`src/rtl/pep_load_blwe_mc_if.sv`:
```
// rtl/pep_load_blwe_mc_if.sv - bus bundle for the BLWE load block
//
// Groups the command, regfile read and write-back streams of pep_load_blwe_mc.
//   cmd_*      : load command handshake (rid, pid, last-of-batch)
//   rd_req_*   : regfile read request handshake
//   rd_data_*  : regfile read data return (per-coefficient avail, last word)
//   wr_*       : registered write-back, split into SUBW_NB sub-words
// Modport slave is the load block's view; master is the surrounding logic.

interface pep_load_blwe_mc_if #(
  parameter int COEF_NB = 8,
  parameter int SUBW_NB = 2,
  parameter int MOD_W   = 64,
  parameter int PID_W   = 6,
  parameter int RID_W   = 6
);
  logic                     cmd_vld;
  logic                     cmd_rdy;
  logic [RID_W-1:0]         cmd_rid;
  logic [PID_W-1:0]         cmd_pid;
  logic                     cmd_last;

  logic                     rd_req_vld;
  logic                     rd_req_rdy;
  logic [RID_W-1:0]         rd_req_rid;

  logic [COEF_NB-1:0]       rd_data_avail;
  logic [COEF_NB*MOD_W-1:0] rd_data;
  logic                     rd_last_word;

  logic [SUBW_NB-1:0]       wr_en;
  logic [SUBW_NB*PID_W-1:0] wr_pid;
  logic [COEF_NB*MOD_W-1:0] wr_data;
  logic [SUBW_NB-1:0]       wr_pbs_last;

  modport master (
    output cmd_vld, cmd_rid, cmd_pid, cmd_last,
    input  cmd_rdy,
    input  rd_req_vld, rd_req_rid,
    output rd_req_rdy,
    output rd_data_avail, rd_data, rd_last_word,
    input  wr_en, wr_pid, wr_data, wr_pbs_last
  );

  modport slave (
    input  cmd_vld, cmd_rid, cmd_pid, cmd_last,
    output cmd_rdy,
    output rd_req_vld, rd_req_rid,
    input  rd_req_rdy,
    input  rd_data_avail, rd_data, rd_last_word,
    output wr_en, wr_pid, wr_data, wr_pbs_last
  );
endinterface

```
`src/rtl/pep_load_blwe_mc.sv`:
```
// rtl/pep_load_blwe_mc.sv - BLWE load: command queue, regfile read issue, tagged write-back
//
// Ports:
//   clk, s_rst : clock, synchronous active-high reset
//   bus        : pep_load_blwe_mc_if.slave (cmd_*, rd_req_*, rd_data_*, wr_*)
//   done       : one-cycle pulse per completed BLWE, aligned with its final wr_en
//   busy       : commands queued, reads in flight, or a write still in the output register
//   err        : sticky [0] data with nothing in flight, [1] partial rd_data_avail
//   rcp_cycles : cycles with reads in flight, saturating (only with PEP_LDB_MC_RCP_CNT_EN)

module pep_load_blwe_mc #(
  parameter int COEF_NB   = 8,
  parameter int SUBW_NB   = 2,
  parameter int MOD_W     = 64,
  parameter int PID_W     = 6,
  parameter int RID_W     = 6,
  parameter int CMD_DEPTH = 4,
  parameter int MAX_OUTST = 4
) (
  input  logic              clk,
  input  logic              s_rst,
  pep_load_blwe_mc_if.slave bus,
  output logic              done,
  output logic              busy,
  output logic [1:0]        err
`ifdef PEP_LDB_MC_RCP_CNT_EN
  ,
  output logic [31:0]       rcp_cycles
`endif
);

  localparam int CA = $clog2(CMD_DEPTH);
  localparam int IA = (MAX_OUTST > 1) ? $clog2(MAX_OUTST) : 1;
  localparam int OW = $clog2(MAX_OUTST) + 1;
  localparam int GW = COEF_NB / SUBW_NB;
  localparam logic [OW-1:0] OUTST_MAX = OW'(MAX_OUTST);

  typedef enum logic [1:0] {ST_IDLE, ST_REQ, ST_STALL} state_t;
  state_t state, state_nxt;

  logic [RID_W-1:0] cq_rid  [CMD_DEPTH];
  logic [PID_W-1:0] cq_pid  [CMD_DEPTH];
  logic             cq_last [CMD_DEPTH];
  logic [CA:0]      cq_wp, cq_rp, cq_cnt, cq_cnt_nxt;
  logic             cq_empty, cq_full, cq_push, cq_pop;

  // In-flight occupancy always equals outst, so its pointers need no wrap bit.
  logic [PID_W-1:0] if_pid  [2**IA];
  logic             if_last [2**IA];
  logic [IA-1:0]    if_wp, if_rp;
  logic [OW-1:0]    outst, outst_nxt;

  logic             req_vld, rd_acc;
  logic             beat_any, beat_ok, last_beat, head_last;
  logic [PID_W-1:0] head_pid;
  logic [SUBW_NB-1:0] grp_en;

  logic [SUBW_NB-1:0]       wr_en_q, wr_pbs_last_q;
  logic [SUBW_NB*PID_W-1:0] wr_pid_q;
  logic [COEF_NB*MOD_W-1:0] wr_data_q;
  logic                     done_q;
  logic [1:0]               err_q;

  // Command FIFO; a full FIFO still takes a push when the head pops this cycle.
  assign cq_empty   = (cq_wp == cq_rp);
  assign cq_full    = (cq_wp[CA] != cq_rp[CA]) && (cq_wp[CA-1:0] == cq_rp[CA-1:0]);
  assign cq_cnt     = cq_wp - cq_rp;
  assign rd_acc     = req_vld && bus.rd_req_rdy;
  assign cq_pop     = rd_acc;
  assign bus.cmd_rdy = !s_rst && (!cq_full || cq_pop);
  assign cq_push    = bus.cmd_vld && bus.cmd_rdy;
  assign cq_cnt_nxt = cq_cnt + (CA+1)'(cq_push) - (CA+1)'(cq_pop);

  always_ff @(posedge clk) begin
    if (s_rst) begin
      cq_wp <= '0;
      cq_rp <= '0;
    end else begin
      if (cq_push) cq_wp <= cq_wp + 1'b1;
      if (cq_pop)  cq_rp <= cq_rp + 1'b1;
    end
  end

  always_ff @(posedge clk) begin
    if (cq_push) begin
      cq_rid[cq_wp[CA-1:0]]  <= bus.cmd_rid;
      cq_pid[cq_wp[CA-1:0]]  <= bus.cmd_pid;
      cq_last[cq_wp[CA-1:0]] <= bus.cmd_last;
    end
  end

  // Return beats; anything arriving with nothing in flight is dropped.
  assign beat_any  = |bus.rd_data_avail;
  assign beat_ok   = beat_any && (outst != '0);
  assign last_beat = beat_ok && bus.rd_last_word && bus.rd_data_avail[0];
  assign head_pid  = if_pid[if_rp];
  assign head_last = if_last[if_rp];
  assign outst_nxt = outst + OW'(rd_acc) - OW'(last_beat);

  always_ff @(posedge clk) begin
    if (s_rst) begin
      if_wp <= '0;
      if_rp <= '0;
      outst <= '0;
    end else begin
      if (rd_acc)    if_wp <= if_wp + 1'b1;
      if (last_beat) if_rp <= if_rp + 1'b1;
      outst <= outst_nxt;
    end
  end

  always_ff @(posedge clk) begin
    if (rd_acc) begin
      if_pid[if_wp]  <= cq_pid[cq_rp[CA-1:0]];
      if_last[if_wp] <= cq_last[cq_rp[CA-1:0]];
    end
  end

  // Issue FSM. Transitions look at next-cycle counts so a freed slot is
  // reused on the cycle right after the releasing beat.
  always_ff @(posedge clk) begin
    if (s_rst) state <= ST_IDLE;
    else       state <= state_nxt;
  end

  always_comb begin
    state_nxt = state;
    case (state)
      ST_IDLE:  if (cq_cnt_nxt != '0) state_nxt = ST_REQ;
      ST_REQ: begin
        if (outst_nxt == OUTST_MAX)  state_nxt = ST_STALL;
        else if (cq_cnt_nxt == '0)   state_nxt = ST_IDLE;
      end
      ST_STALL: if (outst_nxt < OUTST_MAX) state_nxt = ST_REQ;
      default:  state_nxt = ST_IDLE;
    endcase
  end

  always_comb begin
    req_vld = !s_rst && (state == ST_REQ) && !cq_empty && (outst < OUTST_MAX);
  end

  assign bus.rd_req_vld = req_vld;
  assign bus.rd_req_rid = cq_rid[cq_rp[CA-1:0]];

  always_comb begin
    grp_en = '0;
    for (int s = 0; s < SUBW_NB; s++) grp_en[s] = |bus.rd_data_avail[s*GW +: GW];
  end

  // Write-back register: one cycle after the beat.
  always_ff @(posedge clk) begin
    if (s_rst) begin
      wr_en_q       <= '0;
      wr_pbs_last_q <= '0;
      done_q        <= 1'b0;
      err_q         <= '0;
    end else begin
      wr_en_q       <= beat_ok ? grp_en : '0;
      wr_pbs_last_q <= {SUBW_NB{last_beat && head_last}};
      done_q        <= last_beat;
      err_q         <= err_q | {beat_any && !(&bus.rd_data_avail),
                                beat_any && (outst == '0)};
    end
  end

  always_ff @(posedge clk) begin
    if (beat_ok) begin
      wr_pid_q  <= {SUBW_NB{head_pid}};
      wr_data_q <= bus.rd_data;
    end
  end

  assign bus.wr_en       = s_rst ? '0 : wr_en_q;
  assign bus.wr_pbs_last = s_rst ? '0 : wr_pbs_last_q;
  assign bus.wr_pid      = wr_pid_q;
  assign bus.wr_data     = wr_data_q;
  assign done            = !s_rst && done_q;
  assign err             = s_rst ? 2'b00 : err_q;
  assign busy            = !s_rst && (!cq_empty || (outst != '0) || (|wr_en_q));

`ifdef PEP_LDB_MC_RCP_CNT_EN
  logic [31:0] rcp_q;
  always_ff @(posedge clk) begin
    if (s_rst)                                rcp_q <= '0;
    else if ((outst != '0) && (rcp_q != '1))  rcp_q <= rcp_q + 1'b1;
  end
  assign rcp_cycles = rcp_q;
`endif

endmodule

```
`src/flat_wrapper.sv`:
```
// flat-port wrapper written by rule: the top's interface ports become plain ports
module pep_load_blwe_mc_flat 
#(
  parameter int COEF_NB   = 8,
  parameter int SUBW_NB   = 2,
  parameter int MOD_W     = 64,
  parameter int PID_W     = 6,
  parameter int RID_W     = 6,
  parameter int CMD_DEPTH = 4,
  parameter int MAX_OUTST = 4
)
  (clk, s_rst, done, busy, err, bus_cmd_vld, bus_cmd_rid, bus_cmd_pid, bus_cmd_last, bus_cmd_rdy, bus_rd_req_vld, bus_rd_req_rid, bus_rd_req_rdy, bus_rd_data_avail, bus_rd_data, bus_rd_last_word, bus_wr_en, bus_wr_pid, bus_wr_data, bus_wr_pbs_last);
  pep_load_blwe_mc_if #(.COEF_NB(COEF_NB), .SUBW_NB(SUBW_NB), .MOD_W(MOD_W), .PID_W(PID_W), .RID_W(RID_W)) bus_i ();
  input  logic clk;
  input  logic s_rst;
  output logic done;
  output logic busy;
  output logic [1:0] err;
  input wire logic [$bits(bus_i.cmd_vld)-1:0] bus_cmd_vld;
  input wire logic [$bits(bus_i.cmd_rid)-1:0] bus_cmd_rid;
  input wire logic [$bits(bus_i.cmd_pid)-1:0] bus_cmd_pid;
  input wire logic [$bits(bus_i.cmd_last)-1:0] bus_cmd_last;
  output wire logic [$bits(bus_i.cmd_rdy)-1:0] bus_cmd_rdy;
  output wire logic [$bits(bus_i.rd_req_vld)-1:0] bus_rd_req_vld;
  output wire logic [$bits(bus_i.rd_req_rid)-1:0] bus_rd_req_rid;
  input wire logic [$bits(bus_i.rd_req_rdy)-1:0] bus_rd_req_rdy;
  input wire logic [$bits(bus_i.rd_data_avail)-1:0] bus_rd_data_avail;
  input wire logic [$bits(bus_i.rd_data)-1:0] bus_rd_data;
  input wire logic [$bits(bus_i.rd_last_word)-1:0] bus_rd_last_word;
  output wire logic [$bits(bus_i.wr_en)-1:0] bus_wr_en;
  output wire logic [$bits(bus_i.wr_pid)-1:0] bus_wr_pid;
  output wire logic [$bits(bus_i.wr_data)-1:0] bus_wr_data;
  output wire logic [$bits(bus_i.wr_pbs_last)-1:0] bus_wr_pbs_last;
  assign bus_i.cmd_vld = bus_cmd_vld;
  assign bus_i.cmd_rid = bus_cmd_rid;
  assign bus_i.cmd_pid = bus_cmd_pid;
  assign bus_i.cmd_last = bus_cmd_last;
  assign bus_cmd_rdy = bus_i.cmd_rdy;
  assign bus_rd_req_vld = bus_i.rd_req_vld;
  assign bus_rd_req_rid = bus_i.rd_req_rid;
  assign bus_i.rd_req_rdy = bus_rd_req_rdy;
  assign bus_i.rd_data_avail = bus_rd_data_avail;
  assign bus_i.rd_data = bus_rd_data;
  assign bus_i.rd_last_word = bus_rd_last_word;
  assign bus_wr_en = bus_i.wr_en;
  assign bus_wr_pid = bus_i.wr_pid;
  assign bus_wr_data = bus_i.wr_data;
  assign bus_wr_pbs_last = bus_i.wr_pbs_last;
  pep_load_blwe_mc #(.COEF_NB(COEF_NB), .SUBW_NB(SUBW_NB), .MOD_W(MOD_W), .PID_W(PID_W), .RID_W(RID_W), .CMD_DEPTH(CMD_DEPTH), .MAX_OUTST(MAX_OUTST)) u_core (.clk(clk), .s_rst(s_rst), .bus(bus_i), .done(done), .busy(busy), .err(err));
endmodule
```
`config.mk`:
```
export PLATFORM = sky130hd
export DESIGN_NAME = pep_load_blwe_mc_flat
export DESIGN_NICKNAME = d
export VERILOG_FILES = /design/src/rtl/pep_load_blwe_mc_if.sv /design/src/rtl/pep_load_blwe_mc.sv /design/src/flat_wrapper.sv
export SDC_FILE = /design/constraint.sdc
export NUM_CORES = 1
export LEC_CHECK = 0
export ABC_AREA = 1
export BUFFER_PORTS_ARGS = -buffer_cell sky130_fd_sc_hd__buf_2
export CORE_AREA = 10 10 415 417
export CTS_BUF_LIST = sky130_fd_sc_hd__clkbuf_16
export CTS_CLUSTER_DIAMETER = 150
export DETAILED_ROUTE_END_ITERATION = 16
export DIE_AREA = 0 0 425 427
export PLACE_DENSITY_LB_ADDON = 0.12
export SYNTH_ARGS = -nofsm -noshare
export SYNTH_HDL_FRONTEND = slang
export SYNTH_SLANG_ARGS = --single-unit
```
`constraint.sdc`:
```
create_clock -name clk -period 22.3 [get_ports clk]
set_clock_uncertainty 0.15 [all_clocks]
set_input_delay 2.23 -clock clk [delete_from_list [all_inputs] [get_ports clk]]
set_output_delay 2.23 -clock clk [all_outputs]
set_load 0.005 [all_outputs]
```
# Word-level counts from Yosys, hierarchy flattened
# Memories as Yosys holds them, arrays and structs flattened. A register that Yosys moved wholly into a read port is not among the register bits.
# Index checks and enable logic that the tools add are counted.
# totals
register_bits	545
latchBits	0
mem_bits_rw	80
romBits	0
input_bits	538
out_inout_bits	540
elab_cells	95
mem_count	5
# mem_list
memory	depth	word_bits	read_ports	rd_ports_with_merged_regs	write_ports	line	rtl
u_core.cq_pid	4	6	1	1	1	pep_load_blwe_mc.sv:42	logic [PID_W-1:0] cq_pid [CMD_DEPTH];
u_core.cq_rid	4	6	1	1	1	pep_load_blwe_mc.sv:41	logic [RID_W-1:0] cq_rid [CMD_DEPTH];
u_core.if_pid	4	6	1	1	1	pep_load_blwe_mc.sv:48	logic [PID_W-1:0] if_pid [2**IA];
u_core.cq_last	4	1	1	1	1	pep_load_blwe_mc.sv:43	logic cq_last [CMD_DEPTH];
u_core.if_last	4	1	1	1	1	pep_load_blwe_mc.sv:49	logic if_last [2**IA];
# classes
add_sub_neg	9
mul	0
div_mod_pow	0
n_lt_le_gt_ge	2
n_eq_ne	9
shifts	0
muxes	22
bitwise_logic	2
n_reduce_logical	34
# op_table
cell	count
2-bit two-way mux	17
1-bit logical AND	15
8-bit AND reduction	1
4-bit OR reduction	2
8-bit OR reduction	1
3-bit by 1-bit adder with 3-bit output	2
3-bit by 1-bit adder with 3-bit output (second input constant)	2
3-bit zero test	2
3-bit less-than comparator (second input constant)	2
2-bit case mux with 3 select lines	1
3-bit nonzero test	2
3-bit by 1-bit subtractor with 3-bit output	2
2-bit by 1-bit adder with 2-bit output (second input constant)	2
1-bit zero test	4
1-bit two-way mux	4
2-bit by 1-bit != test with 1-bit output (second input constant)	2
2-bit OR reduction	2
3-bit == test	1
3-bit == test (second input constant)	1
1-bit logical OR	3
3-bit by 1-bit != test with 1-bit output (second input constant)	1
3-bit AND reduction	1
3-bit subtractor	1
2-bit by 1-bit == test with 1-bit output (second input constant)	1
other kinds (6)	6

# Depth between registers and ports, before layout
# Gate-level depths: netlist of the first run.
# depth
depth_word	14
mapped_depth	24
depth_no_buf	24

# Worst setup path after synthesis of the first run
# OpenSTA, ideal clock, no wires.
# synth_path
kind	input-to-reg
start	input bus_rd_data_avail[7]
end	register u_core.state[0]
setup_ns	0.109
arrival_time_ns	18.297
t_required_ns	22.041
slack_ns	3.744
stages	19
n_path_buf	0
path_cell_list	inv_1 nand4_1 nor2_1 nor2_2 nand3_2 inv_1 ha_1 inv_1 ha_1 inv_1 fa_1 inv_1 nand2_1 nand2_1 nand3_1 nand3_1 nand3_1 nand2_1 inv_1
# synth_via
elab_chain_cells	8
elab_cells_between_ends	12
classes_between	add/sub (1); order compare (1); eq/ne (3); mux (2); reduce/logical (5)
# synth_lines
item	line	rtl
start: declaration	flat_wrapper.sv:27	input wire logic [$bits(bus_i.rd_data_avail)-1:0] bus_rd_data_avail;
8-bit OR reduction *	pep_load_blwe_mc.sv:93	assign beat_any = |bus.rd_data_avail;
1-bit logical AND *	pep_load_blwe_mc.sv:94	assign beat_ok = beat_any && (outst != '0);
net u_core.beat_ok	pep_load_blwe_mc.sv:54	logic beat_any, beat_ok, last_beat, head_last;
1-bit logical AND * (2 in a row)	pep_load_blwe_mc.sv:95	assign last_beat = beat_ok && bus.rd_last_word && bus.rd_data_avail[0];
net u_core.last_beat	pep_load_blwe_mc.sv:54	
3-bit by 1-bit subtractor with 3-bit output *	pep_load_blwe_mc.sv:98	assign outst_nxt = outst + OW'(rd_acc) - OW'(last_beat);
3-bit less-than comparator / 3-bit == test (equally long branches)	pep_load_blwe_mc.sv:134, pep_load_blwe_mc.sv:131	
2-bit by 1-bit != test with 1-bit output (no line) (tied with other cells)	--	
3-bit AND reduction (no line) / 2-bit case mux with 3 select lines (equally long branches)	--	
end signal: assignment	pep_load_blwe_mc.sv:123	else state <= state_nxt;
end: declaration	pep_load_blwe_mc.sv:39	state_t state, state_nxt;
# Mark *: on every way through the listed nets, which the timed path passes. The rest lies on a longest branch.
# A chain may end at the register's enable or synchronous reset.

# Worst setup path in the final report of the first run
# layout_path
start	input s_rst
end	output bus_cmd_rdy
# layout_via
elab_chain_cells	7
# layout_lines
item	line	rtl
start: declaration	flat_wrapper.sv:15	input logic s_rst;
1-bit zero test *	pep_load_blwe_mc.sv:70, pep_load_blwe_mc.sv:140	
1-bit logical AND (3 in a row)	pep_load_blwe_mc.sv:140	req_vld = !s_rst && (state == ST_REQ) && !cq_empty && (outst < OUTST_MAX);
1-bit logical AND	pep_load_blwe_mc.sv:68	assign rd_acc = req_vld && bus.rd_req_rdy;
1-bit logical OR	pep_load_blwe_mc.sv:70	assign bus.cmd_rdy = !s_rst && (!cq_full || cq_pop);
1-bit logical AND *	pep_load_blwe_mc.sv:70	
end: declaration	flat_wrapper.sv:23	output wire logic [$bits(bus_i.cmd_rdy)-1:0] bus_cmd_rdy;
# Mark *: on every way between the ends. The rest lies on a longest branch, timed or not.

==> results of run 1 <==
==> final cells by class <==
type	instances	share of cell area [%]
antenna	8	0.0648
clock buffer	83	6.72
clock inverter	66	1.89
inverter	61	0.741
multi-input combinational	230	4.16
sequential	623	59.8
tap	2189	8.87
timing repair buffer	1089	17.8
==> state kept, by name, summed over array words and instances (netlist names), 3 cells and up, named ones only <==
name / count
u_core.if_pid: 24
u_core.bus.wr_pid: 6
u_core.cq_wp: 3
u_core.cq_rid: 24
u_core.cq_last: 4
u_core.cq_pid: 24
u_core.outst: 3
u_core.if_last: 4
u_core.cq_rp: 3
u_core.bus.wr_data: 512
==> through the flow <==
stage / util (%) / instance area, um2 / power [mW] / setup slack, ns
global route: 18.8 / 30900 / 4.64 / 16.37
global placement: 17.2 / 28200 / 3.19 / 16.07
detailed placement: 17.2 / 28200 / 3.19 / 15.97
floorplan: - / 20100 / 2.64 / 3.74
finish: 18.8 / 30900 / 4.40 / 16.50
CTS: 18.8 / 30900 / 4.54 / 16.45
==> final timing paths <==
kind / from / to / depth (start not counted) / slack, ns
setup reg to reg: u_core.outst[1] / u_core.bus.wr_data[374] / 6 / 18.07
hold / removal: u_core.err_q[1] / u_core.err_q[1] / 2 / 0.33
setup / recovery: s_rst / bus_cmd_rdy / 5 / 16.50
hold reg to reg: u_core.err_q[1] / u_core.err_q[1] / 2 / 0.33
==> worst max-delay path, delay by kind of cell <==
family | cells | cell delay (ns)
buffers and inverters | 4 | 0.97
and+or+nand+nor | 1 | 0.19
==> metal layers <==
metal	up-vias	part of all wire, %	wire [um]	track usage [%]
li1	5857	-	-	-
met1	6755	36	38800	11.6
met2	639	55	59700	21.4
met3	191	7.3	7930	3.81
met4	2	2.3	2470	2.30
met5	-	0.010	11	0
==> kinds of logic after synthesis <==
| group | after synthesis | share of synthesized area [%] |
|---|---|---|
| AND/OR/NAND/NOR | 128 | 2.81 |
| flip-flops | 623 | 91.9 |
| adder cells (fa/ha/maj) | 17 | 1.17 |
| buffers and inverters | 81 | 1.69 |
| XOR/XNOR | 5 | 0.218 |
| AO/OA/AOI/OAI | 80 | 2.18 |
==> synthesized netlist by cell type, types with 2 or more instances <==
master	instances	share of area (%)
fa_1	3	0.30
clkbuf_1	9	0.17
nand3_2	2	0.10
buf_4	7	0.26
edfxtp_1	598	89
nor2_4	2	0.11
o21ai_0	46	1.1
o22ai_1	19	0.59
nand3_1	9	0.22
a21oi_1	11	0.27
ha_1	14	0.87
buf_2	2	0.050
nand2_2	3	0.093
nand2_1	33	0.62
dfxtp_1	25	2.5
nor2_1	68	1.3
nand4_1	8	0.25
inv_1	59	1.1
inv_2	2	0.037
xor2_1	4	0.17
==> power groups by stage <==
stage	Combinational, mW	Sequential (mW)	Clock, mW
global placement	1.16	2.04	0
global route	1.18	2.05	1.40
floorplan	0.267	2.38	0
finish	1.09	2.01	1.30
detailed placement	1.16	2.03	0
CTS	1.16	2.02	1.36
==> impl_metrics.toml, run 1 <==
[job]
cap_viol_max_count = 0

[sta]
rsz0062_at_grt = "false"
finalMaxSlewViolations = 0
hold_viol_final = 0
setup_viol = 0
finalCriticalPeriod_ns = 5.80
worst_pin_slew_ns = 1.29
fin_setup_tns_ns = 0
relSlewSlack_pct = 13.8
clock.fmax_mhz = 173
hold_ws_ns = 0.330
fin_crit_sh_pct = 26.0

[global_routing]
grt_pass1_vias = 14000
antenna_found_initial = 58
grt_pass1_wl_um = 137000
gr-total-overflow = 0
grt_max_degree = 169
track_usage_pct = 11.1

[setup_path]
cpPeakStageDelay_ns = 0.40
crit_chain = "buf_2 -> inv_1 -> nand2_1 -> inv_1 -> buf_2"
crit_fanout = 22
timing_worst_setup_path_type = "primary input to primary output"
cp.arrival_ns = 3.42
slowest_stage = "buf_2"
worst_setup_path_end_kind = "primary output"
crit_required_ns = 19.92
startpoint_type = "primary input"

[floorplanning]
fp.dieW_um = 425
rows = 149
start_util_pct = 12.2
fp.dieH_um = 427
die_area_mm2 = 0.181
coreArea_mm2 = 0.164
pin_count = 1078

[placed_design]
port_buffers = 1077
placedCellCount = 4192
hpwl_um = 89900
place_congestion = 0.828

[clock_network]
clk_latency_ns = 0.66
htreeDepth = 3
cts_resized = 0
numCtsBuffers = 82
post-cts-setup-buffers = 0
clockRootBuffer = "clkbuf_16"
clk_path_buf_depth = 3
cts_tree = "done"
clk_pin_slew_ns = 0.06
cts_num_sinks = 623
cts_hold_buf = 0

[pwr]
seqPwrFrac_pct = 45.7
p_leak_nw = 12.2
power_density_mw_per_mm2 = 143
intPower_mw = 2.95
peakVddDrop_mv = 0.142
switchingPower_mw = 1.45
clock_power_share_pct = 29.5
switching_share_pct = 32.9
comb_power_share_pct = 24.8

[synthesis]
ys_seq_elements = 623
syn-num-nets = 1489
synth_ff_type = "edfxtp_1"
ys_async_sr_fraction_pct = 0
ys_seq_area_share_pct = 91.9
netlist_instances = 934
synth_cell_types = 30
synth_edf_count = 598
synthesis.area_mm2 = 0.0201
avgSynthCellArea_um2 = 21.5
yosys_warnings = 0

[routing]
routed_wl_um = 109000
viasPerCell = 3.09
wire_per_inst_um = 25.0
drtAntennaViolNets = 0
drt_iter0_markers = 807
vias = 13400
drc = 0
drt_pre_antenna_iters = 5

[worst_hold_path]
hold_path.class = "flip-flop to flip-flop"

[run_status]
outcome = "finished clean"

[final_layout]
fin_cells = 4349
final_common_cell = "buf_2"
fin_nets = 2642
area_growth_pct = 53.8
regArea_mm2 = 0.0185
multi_input_area_mm2 = 0.00129
fillCellCount = 18000
drive_above_1_share_pct = 56.4
final_cell_mix = "1077 x buf_2, 598 x edfxtp_1, 83 x clkbuf_16, 81 x inv_1, 68 x nor2_1"
No activity file was read; power rests on OpenSTA's default activity.
==> inputs of run 2 (changes only) <==
Clock period 22.3 ns to 5.1 ns, I/O delays scaled along.
==> impl_metrics.toml, run 2 (synthesized netlist as in run 1, its figures left out) <==
[sta]
setup_viol = 0
fin_crit_sh_pct = 69.5
relSlewSlack_pct = 31.1
clock.fmax_mhz = 282
finalMaxSlewViolations = 0
hold_viol_final = 0
rsz0062_at_grt = "false"
hold_ws_ns = 0.129
worst_pin_slew_ns = 1.03
finalCriticalPeriod_ns = 3.54

[setup_path]
crit_required_ns = 4.44
crit_chain = "inv_1 -> o21ai_0 -> o22ai_1 -> buf_2"
slowest_stage = "dfxtp_1"
timing_worst_setup_path_type = "flip-flop to primary output"
startpoint_type = "flip-flop"
crit_fanout = 27
worst_setup_path_end_kind = "primary output"
cp.arrival_ns = 2.88
cpPeakStageDelay_ns = 0.95

[floorplanning]
start_util_pct = 12.2
rows = 149
die_area_mm2 = 0.181
pin_count = 1078
fp.dieW_um = 425
coreArea_mm2 = 0.164
fp.dieH_um = 427

[final_layout]
design_area_mm2 = 0.0363
largest_reg_flops = 512
area_growth_pct = 80.8
final_common_cell = "buf_2"
final_cell_mix = "1077 x buf_2, 598 x edfxtp_1, 530 x dlygate4sd3_1, 83 x clkbuf_16, 68 x inv_1"
drive_above_1_share_pct = 45.7
fin_nets = 3170

[routing]
drtAntennaViolNets = 0
viasPerCell = 3.10
routed_wl_um = 107000
vias = 15100
drt_iter0_markers = 821
wire_per_inst_um = 22.0
drt_pre_antenna_iters = 5
drc = 0

[pwr]
switchingPower_mw = 6.47
seqPwrFrac_pct = 44.2
peakVddDrop_mv = 0.570
clock_power_share_pct = 29.9
comb_power_share_pct = 25.9
switching_share_pct = 32.5
p_leak_nw = 14.4
intPower_mw = 13.5
power_density_mw_per_mm2 = 549

[clock_network]
numCtsBuffers = 83
clk_pin_slew_ns = 0.06
cts_num_sinks = 623
cts_resized = 0
clk_latency_ns = 0.67
cts_tree = "done"
clockRootBuffer = "clkbuf_16"
htreeDepth = 3
clk_path_buf_depth = 3

[job]
cap_viol_max_count = 0

[global_routing]
antenna_found_initial = 28
grt_pass1_wl_um = 140000
gr-total-overflow = 0
grt_pass1_vias = 16600
grt_max_degree = 136
track_usage_pct = 11.1

[placed_design]
placed_area_mm2 = 0.0282
port_buffers = 1077
hpwl_um = 87300
place_congestion = 0.799

[worst_hold_path]
hold_path.class = "primary input to flip-flop"

[run_status]
outcome = "finished clean"
## run 2: final cells by class
cell class | count | area (um2)
Antenna cell | 4 | 10.0
Multi-Input combinational cell | 230 | 1290
Clock inverter | 69 | 692
Tap cell | 2189 | 2740
Inverter | 61 | 236
Timing Repair Buffer | 1616 | 10800
Sequential cell | 623 | 18500
Clock buffer | 83 | 2080
Fill cell | 17600 | 128000
## run 2: through the flow
step / util (%) / TNS, ns / instances / worst slack [ns] / power [mW]
6_report: 22.1 / 0 / 4875 / 1.56 / 19.9
5_1_grt: 22.1 / 0 / 4873 / 1.16 / 21.0
4_1_cts: 22.1 / 0 / 4871 / 1.39 / 20.6
3_5_place_dp: 17.2 / 0 / 4189 / 1.46 / 14.0
3_3_place_gp: 17.2 / 0 / 4189 / 1.40 / 14.0
2_1_floorplan: - / -2051.18 / 934 / -5.48 / 8.71
## run 2: worst paths after layout
path,to,start,slack (ns),cells past startpoint
worst max-delay path,bus_rd_req_rid[4],flip-flop,1.56,4
worst min-delay path,u_core.outst[0],s_rst,0.13,2
worst max register to register,u_core.state[0],u_core.cq_wp[0],1.90,21
worst min register to register,u_core.err_q[1],u_core.err_q[1],0.31,2
## run 2: power groups by stage
stage	registers, mW	logic, mW	clock network, mW
3_5_place_dp	8.93	5.07	0
6_report	8.81	5.15	5.95
5_1_grt	9.00	5.61	6.44
2_1_floorplan	8.03	0.678	0
4_1_cts	8.86	5.47	6.23
3_3_place_gp	8.95	5.10	0
## run 2: critical path, delay by kind of cell (launching register included)
family	cells	cell delay, ns
AOI/OAI and AO/OA	2	0.45
DFF	1	0.95
buffers and inverters	2	0.81
## run 2: layer usage
metal | part of all wire [%] | up-vias | GRT usage [%]
met2 | 53 | 618 | 20.4
met5 | 0.012 | - | 0
met3 | 7.9 | 176 | 4.17
met4 | 3.4 | 2 | 3.85
li1 | - | 6927 | -
met1 | 35 | 7395 | 11.5
## run 2: repair_timing
action,4_1_cts,5_1_grt
setup buffers,0,0
hold buffers,530,0
endpoints found under the hold margin,571,0
==> inputs of run 3 (changes only) <==
Clock period 5.1 ns to 2.9 ns, I/O delays scaled along.
==> impl_metrics.toml, run 3 (synthesized netlist as in run 1, its figures left out) <==
[floorplanning]
pin_count = 1078
die_area_mm2 = 0.181
fp.dieW_um = 425
coreArea_mm2 = 0.164
fp.dieH_um = 427
start_util_pct = 12.2
rows = 149

[sta]
rsz0062_at_grt = "true"
setup_viol = 0
hold_viol_final = 0
clock.fmax_mhz = 356
fin_crit_sh_pct = 96.9
finalMaxSlewViolations = 0
relSlewSlack_pct = 25.6
finalCriticalPeriod_ns = 2.81
worst_pin_slew_ns = 1.12

[clock_network]
cts_num_sinks = 623
clk_latency_ns = 0.69
clk_pin_slew_ns = 0.05
numCtsBuffers = 86
htreeDepth = 3
clockRootBuffer = "clkbuf_16"
clk_path_buf_depth = 3
cts_tree = "done"

[worst_hold_path]
hold_path_end = "u_core.err_q[1]"
hold_path.class = "primary input to flip-flop"
min_from = "bus_rd_data_avail[2]"
hold_depth = 4

[global_routing]
use_met2_pct = 21.8
gr-total-overflow = 0
grtUsageMet3_pct = 3.41
grt_pass1_wl_um = 146000
antenna_found_initial = 32
grt_max_degree = 163
grt_pass1_vias = 16700
track_usage_pct = 11.6
grt_util_met1_pct = 12.4
busiest_layer = "met2"

[placed_design]
hpwl_um = 90700
place_congestion = 0.860
placedCellCount = 4225
port_buffers = 1077

[final_layout]
final_core_util_pct = 22.3
final_common_cell = "buf_2"
fillCellCount = 17600
drive_above_1_share_pct = 47.0
fin_cells = 4923
largest_reg_flops = 512
final_cell_mix = "1077 x buf_2, 598 x edfxtp_1, 538 x dlygate4sd3_1, 87 x clkbuf_16, 67 x nor2_1"
area_growth_pct = 82.2
regArea_mm2 = 0.0185
fin_nets = 3220
multi_input_area_mm2 = 0.00135

[pwr]
switchingPower_mw = 11.4
p_leak_nw = 14.6
seqPwrFrac_pct = 44.7
intPower_mw = 23.2
comb_power_share_pct = 26.7
switching_share_pct = 32.9
power_density_mw_per_mm2 = 945
clock_power_share_pct = 28.6
peakVddDrop_mv = 0.982

[setup_path]
rr_endpoint = "u_core.state[0]"
reg2regPathDepth = 23
r2r_slack_ns = 0.09
startpoint_type = "flip-flop"
crit_fanout = 4
cp.arrival_ns = 3.24
timing_worst_setup_path_type = "flip-flop to flip-flop"
worst_setup_path_end_kind = "flip-flop"
rr_startpoint = "u_core.cq_wp[0]"
crit_required_ns = 3.33

[run_status]
outcome = "finished clean"

[routing]
drt_pre_antenna_iters = 4
vias = 15400
routed_wl_um = 112000
drc = 0
drt_iter0_markers = 826
viasPerCell = 3.13
drtAntennaViolNets = 0
wire_per_inst_um = 22.8

[job]
cap_viol_max_count = 0
==> run 3: power groups by stage <==
stage / Sequential [mW] / Combinational [mW] / Clock [mW]
floorplan: 12.5 / 0.757 / 0
global placement: 15.7 / 9.03 / 0
detailed placement: 15.6 / 9.01 / 0
CTS: 15.5 / 9.73 / 10.4
global route: 15.8 / 10.0 / 10.7
finish: 15.5 / 9.24 / 9.87
==> run 3: worst max-delay path by stage <==
stage,startpoint,endpoint,slack [ns],cells past startpoint
floorplan,bus_rd_data_avail[7],u_core.state[0],-7.53,16
global placement,s_rst,u_core.state[0],-0.22,23
detailed placement,s_rst,u_core.state[0],-0.05,23
CTS,u_core.cq_rp[1],u_core.state[0],0.008,23
global route,u_core.cq_wp[0],u_core.state[0],-0.12,23
finish,u_core.cq_wp[0],u_core.state[0],0.09,23
==> run 3: worst max-delay path, cell delays in order, from the launching register on <==
cell and delay, ns:
dfxtp_2 0.35, inv_2 0.05, nand2_2 0.05, nand2_2 0.06, nor2_4 0.14, o211ai_4 0.10, nand3_4 0.11, inv_4 0.04
fa_2 0.32, inv_2 0.06, fa_1 0.42, inv_2 0.08, ha_4 0.14, inv_2 0.03, nand2_1 0.06, nand2_2 0.07
nand2_2 0.06, nand2_1 0.05, nand2_2 0.07, nand2_2 0.06, nand2_1 0.05, nand3_1 0.07, nand2_1 0.07, inv_1 0.03
==> run 3: timing repair <==
item                                   in CTS  in global routing
setup endpoints to repair                   1                  2
pin swaps                                   1                 15
gates resized for setup                     6                 23
endpoints found under the hold margin     585                  0
gates cloned                                0                  0
setup buffers                               0                  3
hold buffers                              538                  0
==> run 3: cell type report <==
| cell class | instances | share of cell area [%] |
|---|---|---|
| flip-flops and latches | 623 | 50.5 |
| repair buffers | 1663 | 30.5 |
| well taps | 2189 | 7.48 |
| clock buffers | 87 | 5.95 |
| multi-input cells | 230 | 3.70 |
| clock inverters | 66 | 1.17 |
| inverters | 61 | 0.653 |
| diodes | 4 | 0.0274 |
==> run 3: per-layer routing <==
metal | part of all wire [%] | up-vias
li1 | - | 7026
met1 | 36 | 7649
met2 | 55 | 603
met3 | 6.9 | 149
met4 | 2.2 | 0
met5 | 0 | -
==> run 3: per-stage QoR <==
step / hold WS, ns / setup WS (ns) / power, mW / instance area (um2) / TNS [ns]
CTS: 0.0450 / 0.00815 / 35.6 / 36500 / 0
global placement: 0.314 / -0.218 / 24.7 / 28500 / -0.218
global route: 0.0931 / -0.123 / 36.5 / 36600 / -0.123
floorplan: 0.239 / -7.53 / 13.2 / 20100 / -3105.53
finish: 0.135 / 0.0897 / 34.6 / 36600 / 0
detailed placement: 0.314 / -0.0508 / 24.7 / 28500 / -0.0508
